==> src/rtl/hash_target_cmp_mc.sv <==
// Multi-lane Blake2b target comparator: per-lane h0 compare, lowest-lane winner capture,
// result held until host ack, with a saturating count of hits dropped while holding.
module hash_target_cmp_mc #(
  parameter int unsigned LANES = 4,
  parameter int unsigned CW = 8,
  parameter logic [63:0] IV = 64'h6a09e667f2bdc928,
  localparam int unsigned LW = (LANES > 1) ? $clog2(LANES) : 1
) (
  input  logic                clk,
  input  logic                rst,
  input  logic                start,
  input  logic                abort,
  input  logic                in_valid,
  input  logic [64*LANES-1:0] in_v0,
  input  logic [64*LANES-1:0] in_v8,
  input  logic [64*LANES-1:0] in_m04,
  input  logic [63:0]         target,
  input  logic                res_ack,
  output logic                busy,
  output logic                found,
  output logic [31:0]         nonce,
  output logic [LW-1:0]       lane,
  output logic [CW-1:0]       drop_cnt
);

  typedef enum logic [1:0] {StIdle, StSearch, StHold} state_e;

  state_e state;

  logic [LANES-1:0] hit_d, hit_q;
  logic [31:0]      lnonce_d [LANES];
  logic [31:0]      lnonce_q [LANES];
  logic             v1_q;
  logic             start_acc;
  logic             win;
  logic [LW-1:0]    win_idx;
  logic [31:0]      win_nonce;

  function automatic logic [63:0] bswap64(input logic [63:0] x);
    logic [63:0] r;
    for (int b = 0; b < 8; b++) begin
      r[8*(7-b)+:8] = x[8*b+:8];
    end
    return r;
  endfunction

  always_comb begin
    for (int i = 0; i < LANES; i++) begin
      hit_d[i] = in_valid &
                 (bswap64(IV ^ in_v0[64*i+:64] ^ in_v8[64*i+:64]) < target);
      lnonce_d[i] = {in_m04[64*i+:8], in_m04[64*i+8+:8],
                     in_m04[64*i+16+:8], in_m04[64*i+24+:8]};
    end
  end

  assign start_acc = (state == StIdle) && start && !abort;

  // Accepting a new job flushes whatever is sitting in stage 1 from the old one.
  always_ff @(posedge clk) begin
    if (rst) begin
      v1_q  <= 1'b0;
      hit_q <= '0;
      for (int i = 0; i < LANES; i++) lnonce_q[i] <= '0;
    end else begin
      v1_q  <= in_valid && !start_acc;
      hit_q <= hit_d;
      for (int i = 0; i < LANES; i++) lnonce_q[i] <= lnonce_d[i];
    end
  end

  // Descending scan so the lowest hitting lane is the last assignment.
  always_comb begin
    win_idx   = '0;
    win_nonce = lnonce_q[0];
    for (int i = LANES - 1; i >= 0; i--) begin
      if (hit_q[i]) begin
        win_idx   = LW'(i);
        win_nonce = lnonce_q[i];
      end
    end
    win = v1_q && (|hit_q);
  end

  always_ff @(posedge clk) begin
    if (rst) begin
      state    <= StIdle;
      busy     <= 1'b0;
      found    <= 1'b0;
      nonce    <= '0;
      lane     <= '0;
      drop_cnt <= '0;
    end else begin
      unique case (state)
        StIdle: begin
          if (start_acc) begin
            state    <= StSearch;
            busy     <= 1'b1;
            drop_cnt <= '0;
          end
        end
        StSearch: begin
          if (abort) begin
            state <= StIdle;
            busy  <= 1'b0;
          end else if (win) begin
            state <= StHold;
            busy  <= 1'b0;
            found <= 1'b1;
            nonce <= win_nonce;
            lane  <= win_idx;
          end
        end
        StHold: begin
          if (win && (drop_cnt != {CW{1'b1}})) drop_cnt <= drop_cnt + CW'(1);
          if (res_ack || abort) begin
            state <= StIdle;
            found <= 1'b0;
          end
        end
        default: begin
          state <= StIdle;
          busy  <= 1'b0;
          found <= 1'b0;
        end
      endcase
    end
  end

endmodule

==> config.mk <==
export PLATFORM = sky130hd
export DESIGN_NAME = hash_target_cmp_mc
export DESIGN_NICKNAME = d
export VERILOG_FILES = /design/src/rtl/hash_target_cmp_mc.sv
export SDC_FILE = /design/constraint.sdc
export NUM_CORES = 1
export LEC_CHECK = 0
export ABC_AREA = 1
export BUFFER_PORTS_ARGS = -buffer_cell sky130_fd_sc_hd__buf_2
export CAP_MARGIN = 25
export CELL_PAD_IN_SITES_DETAIL_PLACEMENT = 1
export CELL_PAD_IN_SITES_GLOBAL_PLACEMENT = 1
export CORE_AREA = 2 2 342 344
export DETAILED_ROUTE_END_ITERATION = 10
export DIE_AREA = 0 0 344 346
export PLACE_DENSITY = 0.42
export SYNTH_ARGS = -nofsm -noshare
export SYNTH_HDL_FRONTEND = slang
export SYNTH_SLANG_ARGS = --single-unit
export TNS_END_PERCENT = 100
==> constraint.sdc <==
create_clock -name clk -period 1.6 [get_ports clk]
set_input_delay 0.16 -clock clk [delete_from_list [all_inputs] [get_ports clk]]
set_output_delay 0.16 -clock clk [all_outputs]
set_load 0.1 [all_outputs]
### Yosys cells after proc, flatten, opt, wreduce, memory -nomap -nowiden

Memories as Yosys holds them, arrays and structs flattened.
Cells that the tools add are included.

* register bits: 51
* bits in writable memories: 128
* bits of input ports: 838
* memories kept: 1
* output and inout port bits: 44

* reductions and logical operators: 16
* magnitude comparators: 4
* multiplexer cells: 31
* $add $sub $neg: 1
* eq/ne operators: 9
* bitwise gates (word level): 19

Memories
* lnonce_q: words 4, width 32, read ports 4, clocked after Yosys merged registers in 0, wr ports 4, line 32 `logic [31:0] lnonce_q [LANES];`

Operators by type and width (count)
* 64-bit < comparator: 4
* 32-bit two-way mux: 8
* 64-bit bitwise XOR: 4
* 33-bit inverter: 4
* 2-bit two-way mux: 8
* 8-bit two-way mux: 2
* 8-bit one-hot mux with 2 select lines: 1
* 3-bit AND reduction: 4
* 2-bit != test, second input constant: 5
* 1-bit two-way mux: 9
* 8-bit by 1-bit adder with 8-bit output, second input constant: 1
* 8-bit != test, second input constant: 1
* 1-bit one-hot mux with 3 select lines: 2
* 2-bit one-hot mux with 3 select lines: 1
* 1-bit logical AND: 5
* 1-bit AND: 4
* 1-bit bitwise OR: 4
* 4-bit AND reduction: 1
* 4-bit OR reduction: 1
* 3-bit != test, second input constant: 1
* 1-bit inverter: 3
* 2-bit by 1-bit == test with 1-bit output, second input constant: 1
* 2-bit == test, second input constant: 1
* 1-bit zero test: 2
* other kinds (3): 3

### Depth between registers and ports, before layout

Gate-level depths: netlist of run 1.

* depth in word-level cells: 5
* depth in mapped cells: 16
* mapped depth without buffers: 16

### Least setup slack after synthesis of run 1

No wires, ideal clock.

* kind: register -> register
* start point: register drop_cnt[0]
* end point: register drop_cnt[7]
* path buffers: 0
* cell stages (with the launch flop): 11
* required time: 1.479 ns
* arrival: 2.170 ns
* setup time: 0.121 ns
* setup slack: -0.690 ns
* cell sequence: dfxtp_1 > ha_1 > nand2_1 > nor3_2 > nand3_1 > nand3_2 > nand2_4 > nand2_4 > nor2_4 > a31oi_1 > nor3_2

* cells in the longest elaborated chain, start to end: 4
* elaborated cells between the ends (all ways): 7
* those cells by class: 1 x add/sub; 2 x eq/ne; 2 x mux; 2 x reduce/logical

Ends and longest elaborated chain
* from (decl): line 23 `output logic [CW-1:0] drop_cnt`
* from (signal assigned): line 114 `if (win && (drop_cnt != {CW{1'b1}})) drop_cnt <= drop_cnt + CW'(1);`
* branches (longest 4 deep; another with 8-bit by 1-bit adder with 8-bit output)

Several ways; the timed one is not identified. The select of a mux whose other input is x is not followed.
A chain may end at the register's enable or synchronous reset.

### Worst setup path in the final report of run 1

* start point: input port in_v0[35]
* end point: register hit_q[0]

* cells in the longest elaborated chain, start to end: 3

Ends and longest elaborated chain
* from (decl): line 14 `input logic [64*LANES-1:0] in_v0,`
* 64-bit bitwise XOR: line 50 `(bswap64(IV ^ in_v0[64*i+:64] ^ in_v8[64*i+:64]) < target);`
* 64-bit < comparator: line 50
* 1-bit AND: line 49 `hit_d[i] = in_valid &`
* to (signal assigned): line 66 `hit_q <= hit_d;`
* to (decl): line 30 `logic [LANES-1:0] hit_d, hit_q;`

Every way passes these cells.

==> metrics.md, run 1 <==
| Metric | Value |
|---|---|
| Share of cells above drive strength 1 | `a little under two fifths` |
| Total wire length | `between 90000 and 100000 µm` |
| Final worst path period need | `1.79 ns` |
| Reported net switching power | `5450 µW` |
| Final Instance Area | `0.0241 mm²` |
| Clk Latency, worst-skew pair | `0.45 ns` |
| Power density over the cells | `632 mW/mm²` |
| Clock Sink Count | `179` |
| Register-to-Register Path Depth | `12` |
| Number of violations of the max-capacitance limit | `0` |
| Number of register bits inferred by synthesis | `179` |
| Final cycle utilization of the critical path | `112%` |
| Number of antenna violations at the first check in global routing | `63` |
| Final RePlAce weighted congestion | `0.833` |
| Buffers and inverters on the worst path | `2` |
| Master of the slowest instance on the critical path | `sky130_fd_sc_hd__nor4_4` |
| End of the worst register-to-register path | `drop_cnt[7]$_SDFFE_PP0P_` |
| Global router's overall resource usage | `14.8%` |
| TritonCTS clock tree | `yes` |
| Layout Nets | `3993` |
| Arr. time, crit path | `about 2.1 ns` |
| Die extent in x | `around 340 µm` |
| Placed wire-length estimate after detailed placement | `80200 µm` |
| Largest incremental delay on the critical path | `0.43 ns` |
| Maximum fanout encountered on the critical timing path | `2` |
| Seq pwr share | `31.0%` |
| Standard cell area after detailed placement | `roughly 0.021 mm²` |
| Worst min-delay path category | `primary input to register` |
| Portion of total power attributed to the clock network | `27.7%` |
| Post-synthesis sequential area ratio | `25.0%` |
| Top cell family by delay on the critical path | `simple AND/OR/NAND/NOR gates` |
| Htree depth | `4` |
| Vias in the first global route | `17400` |
| Placement Rows | `between 100 and 150` |
| Portion of total power attributed to combinational logic | `between 40% and 50%` |
| Final cell utilization of the core | `a little over a fifth` |
| Detailed router's first-iteration violation count | `477` |
| Number of failing hold endpoints at the final stage | `0` |
| Area enclosed by the die boundary | `around 0.12 mm²` |
| Global-route wire length before repair | `125000 µm` |
| Crit Path Class | `primary input to register` |
| Setup TNS | `-0.352 ns` |
| Layout overhead on the synthesized area | `68.2%` |
| Worst-path cell chain | `buf_6 -> xor2_2 -> ha_1 -> nand2_2 -> buf_6 -> nor2_4 -> nand2_8 -> nor4_4 -> nand2_1 -> nand2_2 -> nand2_1 -> nand3_1 -> nor2_1` |
| Total Power Consumption | `between 15000 and 20000 µW` |
| Largest net degree at the start of global routing | `95` |
| Max-Slew Margin vs Limit | `62.2%` |
| Clock slew at reported path FFs | `about 0.07 ns` |
| Height of the chip | `346 µm` |
| Highest Clock Rate | `558 MHz` |
| Slew of the pin with the lowest slew margin | `~0.56 ns` |
| Count of input and output buffers | `roughly 750` |
| Worst setup EP type | `register` |
| Start point of the worst min-delay path | `abort` |
| Filler instances | `14000` |
| Initial core utilization | `12.4%` |
| Synth cell types | `41` |
| Fin. max-slew vios | `0` |
| Worst setup margin | `-0.193 ns` |
| Via count | `16400` |
| Leak pwr | `~0.012 µW` |
| Startpoint types | `primary input` |
| Number of optimization iterations in the first detailed-route pass | `4` |
| Clock Root Buffer | `sky130_fd_sc_hd__clkbuf_16` |
| Worst endpoint required time | `approximately 1.9 ns` |
| Internal Power | `9780 µW` |
| Average instance area after synthesis | `7.69 µm²` |
| Final setup violation count | `4` |
| Synth Warn # | `0` |
| Reg-to-Reg Start | `hit_q[2]$_SDFF_PP0_` |
| Wirelength per Cell | `roughly 20 µm` |
| Status | `finished, violations left` |
| Mapped Nets | `2955` |
| Max rail drop VDD | `about 0.72 mV` |
| Total core area | `0.115 mm²` |
| Antenna violation net count after detailed routing | `0` |
| Netlist Area Pre-Place | `between 0.01 and 0.015 mm²` |
| Ports placed on the boundary | `882` |
| Remaining design rule violation count | `0` |
| Worst min-delay path endpoint | `state[0]$_SDFFE_PP0P_` |
| Register-to-register path setup slack | `0.06 ns` |
| Avg Vias per Cell | `3.68` |
| Clock tree buffer depth | `2` |
| Instance count along the most critical hold path | `4` |
| Worst slack, placed | `-1.60 ns` |
| Synthesized instance count | `1864` |
| Unrepaired setup endpoints after global routing | `true` |
| Switching Share | `a little over a third` |
| Violated checks | `setup timing` |
| Clock Skew | `0.0115 ns` |
| Overflow left after global routing | `0` |
| Total clock buffers created by CTS | `17` |
==> routing by layer <==
metal  track usage (%)  vias to the layer above  wire length (µm)
li1                  -                     8233                 -
met1              19.5                     7426             41600
met2              24.3                      530             41700
met3              4.58                      112              6940
met4              1.89                       54               972
met5                 0                        -               364
==> Yosys cell counts (all sizes together) <==
| cell type | n | area share [%] |
|---|---|---|
| nand2 | 233 | 6.2 |
| o31ai | 1 | 0.052 |
| a21oi | 192 | 6.7 |
| a221oi | 13 | 0.97 |
| buf | 20 | 0.79 |
| o211ai | 14 | 0.73 |
| nand3 | 41 | 1.5 |
| a211oi | 4 | 0.21 |
| nor3 | 14 | 0.59 |
| and3 | 5 | 0.22 |
| dfxtp | 179 | 25 |
| xor2 | 120 | 7.3 |
| o22ai | 1 | 0.044 |
| nor4b | 1 | 0.061 |
| a31oi | 6 | 0.26 |
| o21a | 5 | 0.26 |
| ha | 253 | 22 |
| nor4 | 10 | 0.44 |
| o221ai | 19 | 1.2 |
| o21ai | 89 | 3.1 |
| nand4 | 12 | 0.52 |
| xnor2 | 132 | 8.1 |
| inv | 251 | 6.6 |
| clkbuf | 27 | 0.71 |
| or2 | 1 | 0.044 |
| o211a | 3 | 0.21 |
| nor3b | 1 | 0.087 |
| nor2 | 213 | 5.7 |
| o21bai | 4 | 0.21 |
==> worst reg2reg max path: stages (launching register included) <==
cell	delay (ns)
sky130_fd_sc_hd__dfxtp_1	0.36
sky130_fd_sc_hd__buf_12	0.14
sky130_fd_sc_hd__nor2_4	0.06
sky130_fd_sc_hd__nand2_2	0.09
sky130_fd_sc_hd__nand2_1	0.08
sky130_fd_sc_hd__inv_2	0.08
sky130_fd_sc_hd__nand3_2	0.09
sky130_fd_sc_hd__nand2_4	0.11
sky130_fd_sc_hd__nand2_4	0.08
sky130_fd_sc_hd__nor2_4	0.10
sky130_fd_sc_hd__nand2_2	0.06
sky130_fd_sc_hd__nor3_2	0.12
sky130_fd_sc_hd__nor3_2	0.06
==> timing repair <==
action | 4_1_cts | 5_1_grt
hold endpoints to repair | 130 | 0
pin swaps | 28 | 23
setup buffers | 4 | 7
gates cloned | 0 | 3
hold buffers | 130 | 0
resized for setup | 65 | 65
endpoints found under the setup margin | 4 | 36
==> stage by stage <==
stage | cells | hold WS, ns
after floorplan | 1864 | 0.267
after global placement | 4263 | 0.363
after detailed placement | 4263 | 0.371
after CTS | 4428 | 0.0767
after global routing | 4441 | 0.0934
final | 4450 | 0.0927
==> power groups by stage <==
stage               sequential [µW]  combinational, µW  clock (µW)
finish                         4720               6290        4220
global route                   4740               7090        4590
CTS                            4720               6300        4400
detailed placement             4820               5840           0
global placement               4820               5780           0
floorplan                      4880               2630           0
==> how the worst max path moves through the flow <==
stage,from,end,slack [ns],cells past startpoint
after CTS,in_v0[35],hit_q[0]$_SDFF_PP0_,-0.23,13
after detailed placement,target[26],hit_q[0]$_SDFF_PP0_,-1.60,14
final,in_v0[35],hit_q[0]$_SDFF_PP0_,-0.19,13
after floorplan,drop_cnt[0]$_SDFFE_PP0P_,drop_cnt[7]$_SDFFE_PP0P_,-0.04,10
after global placement,target[26],hit_q[0]$_SDFF_PP0_,-1.60,14
after global routing,target[63],hit_q[1]$_SDFF_PP0_,-0.21,13
==> cell type report <==
cell class              instances  area, µm²  share of cell area [%]
diodes                         12       30.0                   0.125
inverters                     251        972                    4.04
clock inverters                12        128                   0.530
flip-flops and latches        179       3610                    15.0
repair buffers               1066       6840                    28.4
multi-input cells            1387      10200                    42.2
well taps                    1524       1910                    7.92
clock buffers                  19        443                    1.84
==> sequential cells by signal (all words and copies together), names as in the netlist <==
register  flops
found         1
busy          1
lane          2
state         2
nonce        32
lnonce_q    128
drop_cnt      8
hit_q         4
v1_q          1
==> cell families after synthesis <==
kind of cell	share of synthesized area, %
simple gates	15.5
compound gates	14.0
buf+inv	8.07
fa+ha+maj	22.1
xor+xnor	15.4
flops	25.0
==> cell usage in the layout (no fill, tap or decap), types with 10 or more instances in the layout <==
master and n:
sky130_fd_sc_hd__ha_1 242, sky130_fd_sc_hd__nand2_1 211, sky130_fd_sc_hd__dfxtp_1 168, sky130_fd_sc_hd__dlygate4sd3_1 130, sky130_fd_sc_hd__nor2_1 201, sky130_fd_sc_hd__nor3_1 10, sky130_fd_sc_hd__inv_1 240, sky130_fd_sc_hd__xor2_1 118
sky130_fd_sc_hd__buf_6 17, sky130_fd_sc_hd__buf_4 153, sky130_fd_sc_hd__o21ai_0 88, sky130_fd_sc_hd__buf_12 20, sky130_fd_sc_hd__xnor2_1 126, sky130_fd_sc_hd__a21oi_1 189, sky130_fd_sc_hd__diode_2 12, sky130_fd_sc_hd__o211ai_1 14
sky130_fd_sc_hd__o221ai_1 19, sky130_fd_sc_hd__ha_4 11, sky130_fd_sc_hd__buf_2 743, sky130_fd_sc_hd__nand2_2 13, sky130_fd_sc_hd__clkbuf_16 20, sky130_fd_sc_hd__nand3_1 36, sky130_fd_sc_hd__nand4_1 12
Note: power is estimated with default switching activity, not from simulation.
==> run 2: changes to the inputs <==
--- a/config.mk
+++ b/config.mk
@@ -14,6 +14,7 @@
 export DETAILED_ROUTE_END_ITERATION = 10
 export DIE_AREA = 0 0 344 346
 export PLACE_DENSITY = 0.42
+export SKIP_CTS_REPAIR_TIMING = 1
 export SYNTH_ARGS = -nofsm -noshare
 export SYNTH_HDL_FRONTEND = slang
 export SYNTH_SLANG_ARGS = --single-unit
==> metrics.md, run 2 (synthesis results as in run 1) <==
| Metric | Value |
|---|---|
| Detailed router's first-iteration violation count | `464 (-2.7%)` |
| Unrepaired setup endpoints after global routing | `true` |
| WP depth | `13 (unchanged)` |
| Final cell utilization of the core | `20.7% (-0.21 points)` |
| Number of optimization iterations in the first detailed-route pass | `4 (unchanged)` |
| Share of cells above drive strength 1 | `36.4% (-0.55 points)` |
| Global router's overall resource usage | `14.5% (-0.31 points)` |
| Count of input and output buffers | `753 (unchanged)` |
| Most common library cell in the layout ignoring fill and taps | `sky130_fd_sc_hd__buf_2` |
| Wirelength per Cell | `20.5 µm (-0.25%)` |
| Number of failing hold endpoints at the final stage | `0 (unchanged)` |
| Standard cell area after detailed placement | `0.0213 mm² (unchanged)` |
| Number of violations of the max-capacitance limit | `0 (unchanged)` |
| Global-route wire length before repair | `121000 µm (-2.6%)` |
| Final RePlAce weighted congestion | `0.833 (unchanged)` |
| Arr. time, crit path | `2.03 ns (-0.07 ns)` |
| Height of the chip | `346 µm (unchanged)` |
| Fin. max-slew vios | `0 (unchanged)` |
| Clk Latency, worst-skew pair | `0.45 ns (about the same)` |
| Maximum fanout encountered on the critical timing path | `4 (+2)` |
| Reported net switching power | `5370 µW (-1.3%)` |
| Worst setup margin | `-0.111 ns (+0.0820 ns)` |
| Clock Sink Count | `179 (unchanged)` |
| Max-Slew Margin vs Limit | `63.4% (+1.3 points)` |
| Portion of total power attributed to combinational logic | `40.9% (-0.4 points)` |
| Cell Count Post-Placement | `4263 (unchanged)` |
| Leak pwr | `0.0121 µW (-0.39%)` |
| Startpoint types | `primary input` |
| Placement Rows | `125 (unchanged)` |
| TritonCTS clock tree | `yes` |
| Total core area | `0.115 mm² (unchanged)` |
| Worst endpoint required time | `1.92 ns (about the same)` |
| Crit Path Class | `primary input to register` |
| Placed wire-length estimate after detailed placement | `80200 µm (unchanged)` |
| Via count | `16400 (+0.17%)` |
| Vias in the first global route | `16600 (-4.3%)` |
| Post-Layout Cell Count | `4452 (+0.045%)` |
| Register with the most flip-flops | `lnonce_q` |
| Final Instance Area | `0.0239 mm² (-0.99%)` |
| Worst setup EP type | `register` |
| Area enclosed by the die boundary | `0.119 mm² (unchanged)` |
| Clock Root Buffer | `sky130_fd_sc_hd__clkbuf_16` |
| Largest incremental delay on the critical path | `0.26 ns (-0.17 ns)` |
| Fin Hold WS | `0.0133 ns (-0.0794 ns)` |
| Reg-to-Reg Start | `hit_q[1]$_SDFF_PP0_` |
| Clock Skew | `0.0135 ns (+0.00198 ns)` |
| Power density over the cells | `632 mW/mm² (about the same)` |
| Filler instances | `14100 (+0.30%)` |
| Internal Power | `9710 µW (-0.71%)` |
| Portion of total power attributed to the clock network | `27.8% (about the same)` |
| Seq pwr share | `31.3% (+0.3 points)` |
| Final cycle utilization of the critical path | `107% (-5.1 points)` |
| Instance count along the most critical hold path | `3 (-1)` |
| Launch point of the worst path | `target[63]` |
| Highest Clock Rate | `585 MHz (+4.8%)` |
| Final setup violation count | `3 (-1)` |
| Total wire length | `91400 µm (-0.20%)` |
| Die extent in x | `344 µm (unchanged)` |
| Layout Nets | `3990 (-0.075%)` |
| Layout overhead on the synthesized area | `66.5%` |
| Remaining design rule violation count | `0 (unchanged)` |
| Status | `finished, violations left` |
| Worst-path cell chain | `buf_6 -> clkinvlp_4 -> buf_6 -> ha_4 -> nand4_1 -> nor2_1 -> buf_4 -> nor4b_2 -> buf_4 -> and3_1 -> nand2_1 -> nand3_2 -> nor2_1` |
| Avg Vias per Cell | `3.68 (+0.12%)` |
| Clock slew at reported path FFs | `0.07 ns (about the same)` |
| Initial core utilization | `12.4% (unchanged)` |
| Register-to-Register Path Depth | `11 (-1)` |
| Start point of the worst min-delay path | `in_valid` |
| Max rail drop VDD | `0.727 mV (+0.45%)` |
| Antenna violation net count after detailed routing | `0 (unchanged)` |
| Total clock buffers created by CTS | `17 (unchanged)` |
| Commonest cells after routing, fill and taps aside | `sky130_fd_sc_hd__buf_2, sky130_fd_sc_hd__ha_1, sky130_fd_sc_hd__inv_1, sky130_fd_sc_hd__nand2_1, sky130_fd_sc_hd__nor2_1` |
| Top cell family by delay on the critical path | `simple AND/OR/NAND/NOR gates` |
| Number of antenna violations at the first check in global routing | `67 (+6.3%)` |
| Ports placed on the boundary | `882 (unchanged)` |
| Final worst path period need | `1.71 ns (-0.0820 ns)` |
| Violated checks | `setup timing` |
| Htree depth | `4 (unchanged)` |
| Leading registers by flop count | `lnonce_q: 128 flops, nonce: 32 flops, drop_cnt: 8 flops` |
| Slew of the pin with the lowest slew margin | `0.552 ns (-0.0110 ns)` |
| Worst min-delay path category | `primary input to register` |
| Overflow left after global routing | `0 (unchanged)` |
| Buffers and inverters on the worst path | `5 (+3)` |
| Master of the slowest instance on the critical path | `sky130_fd_sc_hd__ha_4` |
| Number of flip-flops under the largest register name | `128 (unchanged)` |
| Switching Share | `35.6% (-0.15 points)` |
| Clock tree buffer depth | `2 (unchanged)` |
| Largest net degree at the start of global routing | `95 (unchanged)` |
==> run 2: cell count changes in the layout (fill, tap and decap cells not counted), sizes merged <==
cell	delta
diode	+5
clkinvlp	-2
dlygate4sd3	-2
buf	-1
clkinv	+1
inv	+1
==> run 2: metrics by stage <==
| step | setup WS [ns] | setup TNS (ns) | power (µW) |
|---|---|---|---|
| finish | -0.111 | -0.183 | 15100 |
| global route | -0.232 | -0.941 | 16300 |
| CTS | -1.11 | -3.15 | 15000 |
| detailed placement | -1.60 | -5.12 | 10700 |
| global placement | -1.60 | -5.22 | 10600 |
| floorplan | -0.0354 | -0.0354 | 7500 |
==> run 2: worst min-delay path: stages <==
cell and delay, ns:
sky130_fd_sc_hd__buf_2 0.15, sky130_fd_sc_hd__nand3_2 0.08, sky130_fd_sc_hd__nor2_1 0.03
==> run 2: cell type report <==
type | count | area, µm² | area share, %
Multi-Input combinational cell | 1387 | 9980 | 41.8
Timing Repair Buffer | 1063 | 6770 | 28.4
Clock buffer | 19 | 443 | 1.86
Antenna cell | 17 | 42.5 | 0.178
Inverter | 251 | 970 | 4.07
Tap cell | 1524 | 1910 | 7.99
Sequential cell | 179 | 3610 | 15.1
Clock inverter | 12 | 128 | 0.535
==> run 2: per-layer routing <==
layer	part of all wire [%]	up-vias	track usage, %
met5	0.38	-	0
met4	0.96	56	1.69
met3	7.8	117	4.74
met2	46	526	23.6
met1	45	7452	19.1
li1	-	8231	-
==> run 2: power groups by stage <==
stage / logic (µW) / clock network (µW) / registers [µW]
5_1_grt: 6970 / 4580 / 4740
4_1_cts: 5870 / 4400 / 4720
3_3_place_gp: 5780 / 0 / 4820
3_5_place_dp: 5840 / 0 / 4820
6_report: 6170 / 4190 / 4720
2_1_floorplan: 2630 / 0 / 4880
==> run 2: final timing paths <==
| kind | end | slack [ns] |
|---|---|---|
| worst max register to register | drop_cnt[7]$_SDFFE_PP0P_ | 0.06 |
| worst min register to register | busy$_SDFFE_PP0P_ | 0.47 |
| worst max-delay path | hit_q[1]$_SDFF_PP0_ | -0.11 |
| worst min-delay path | hit_q[1]$_SDFF_PP0_ | 0.01 |
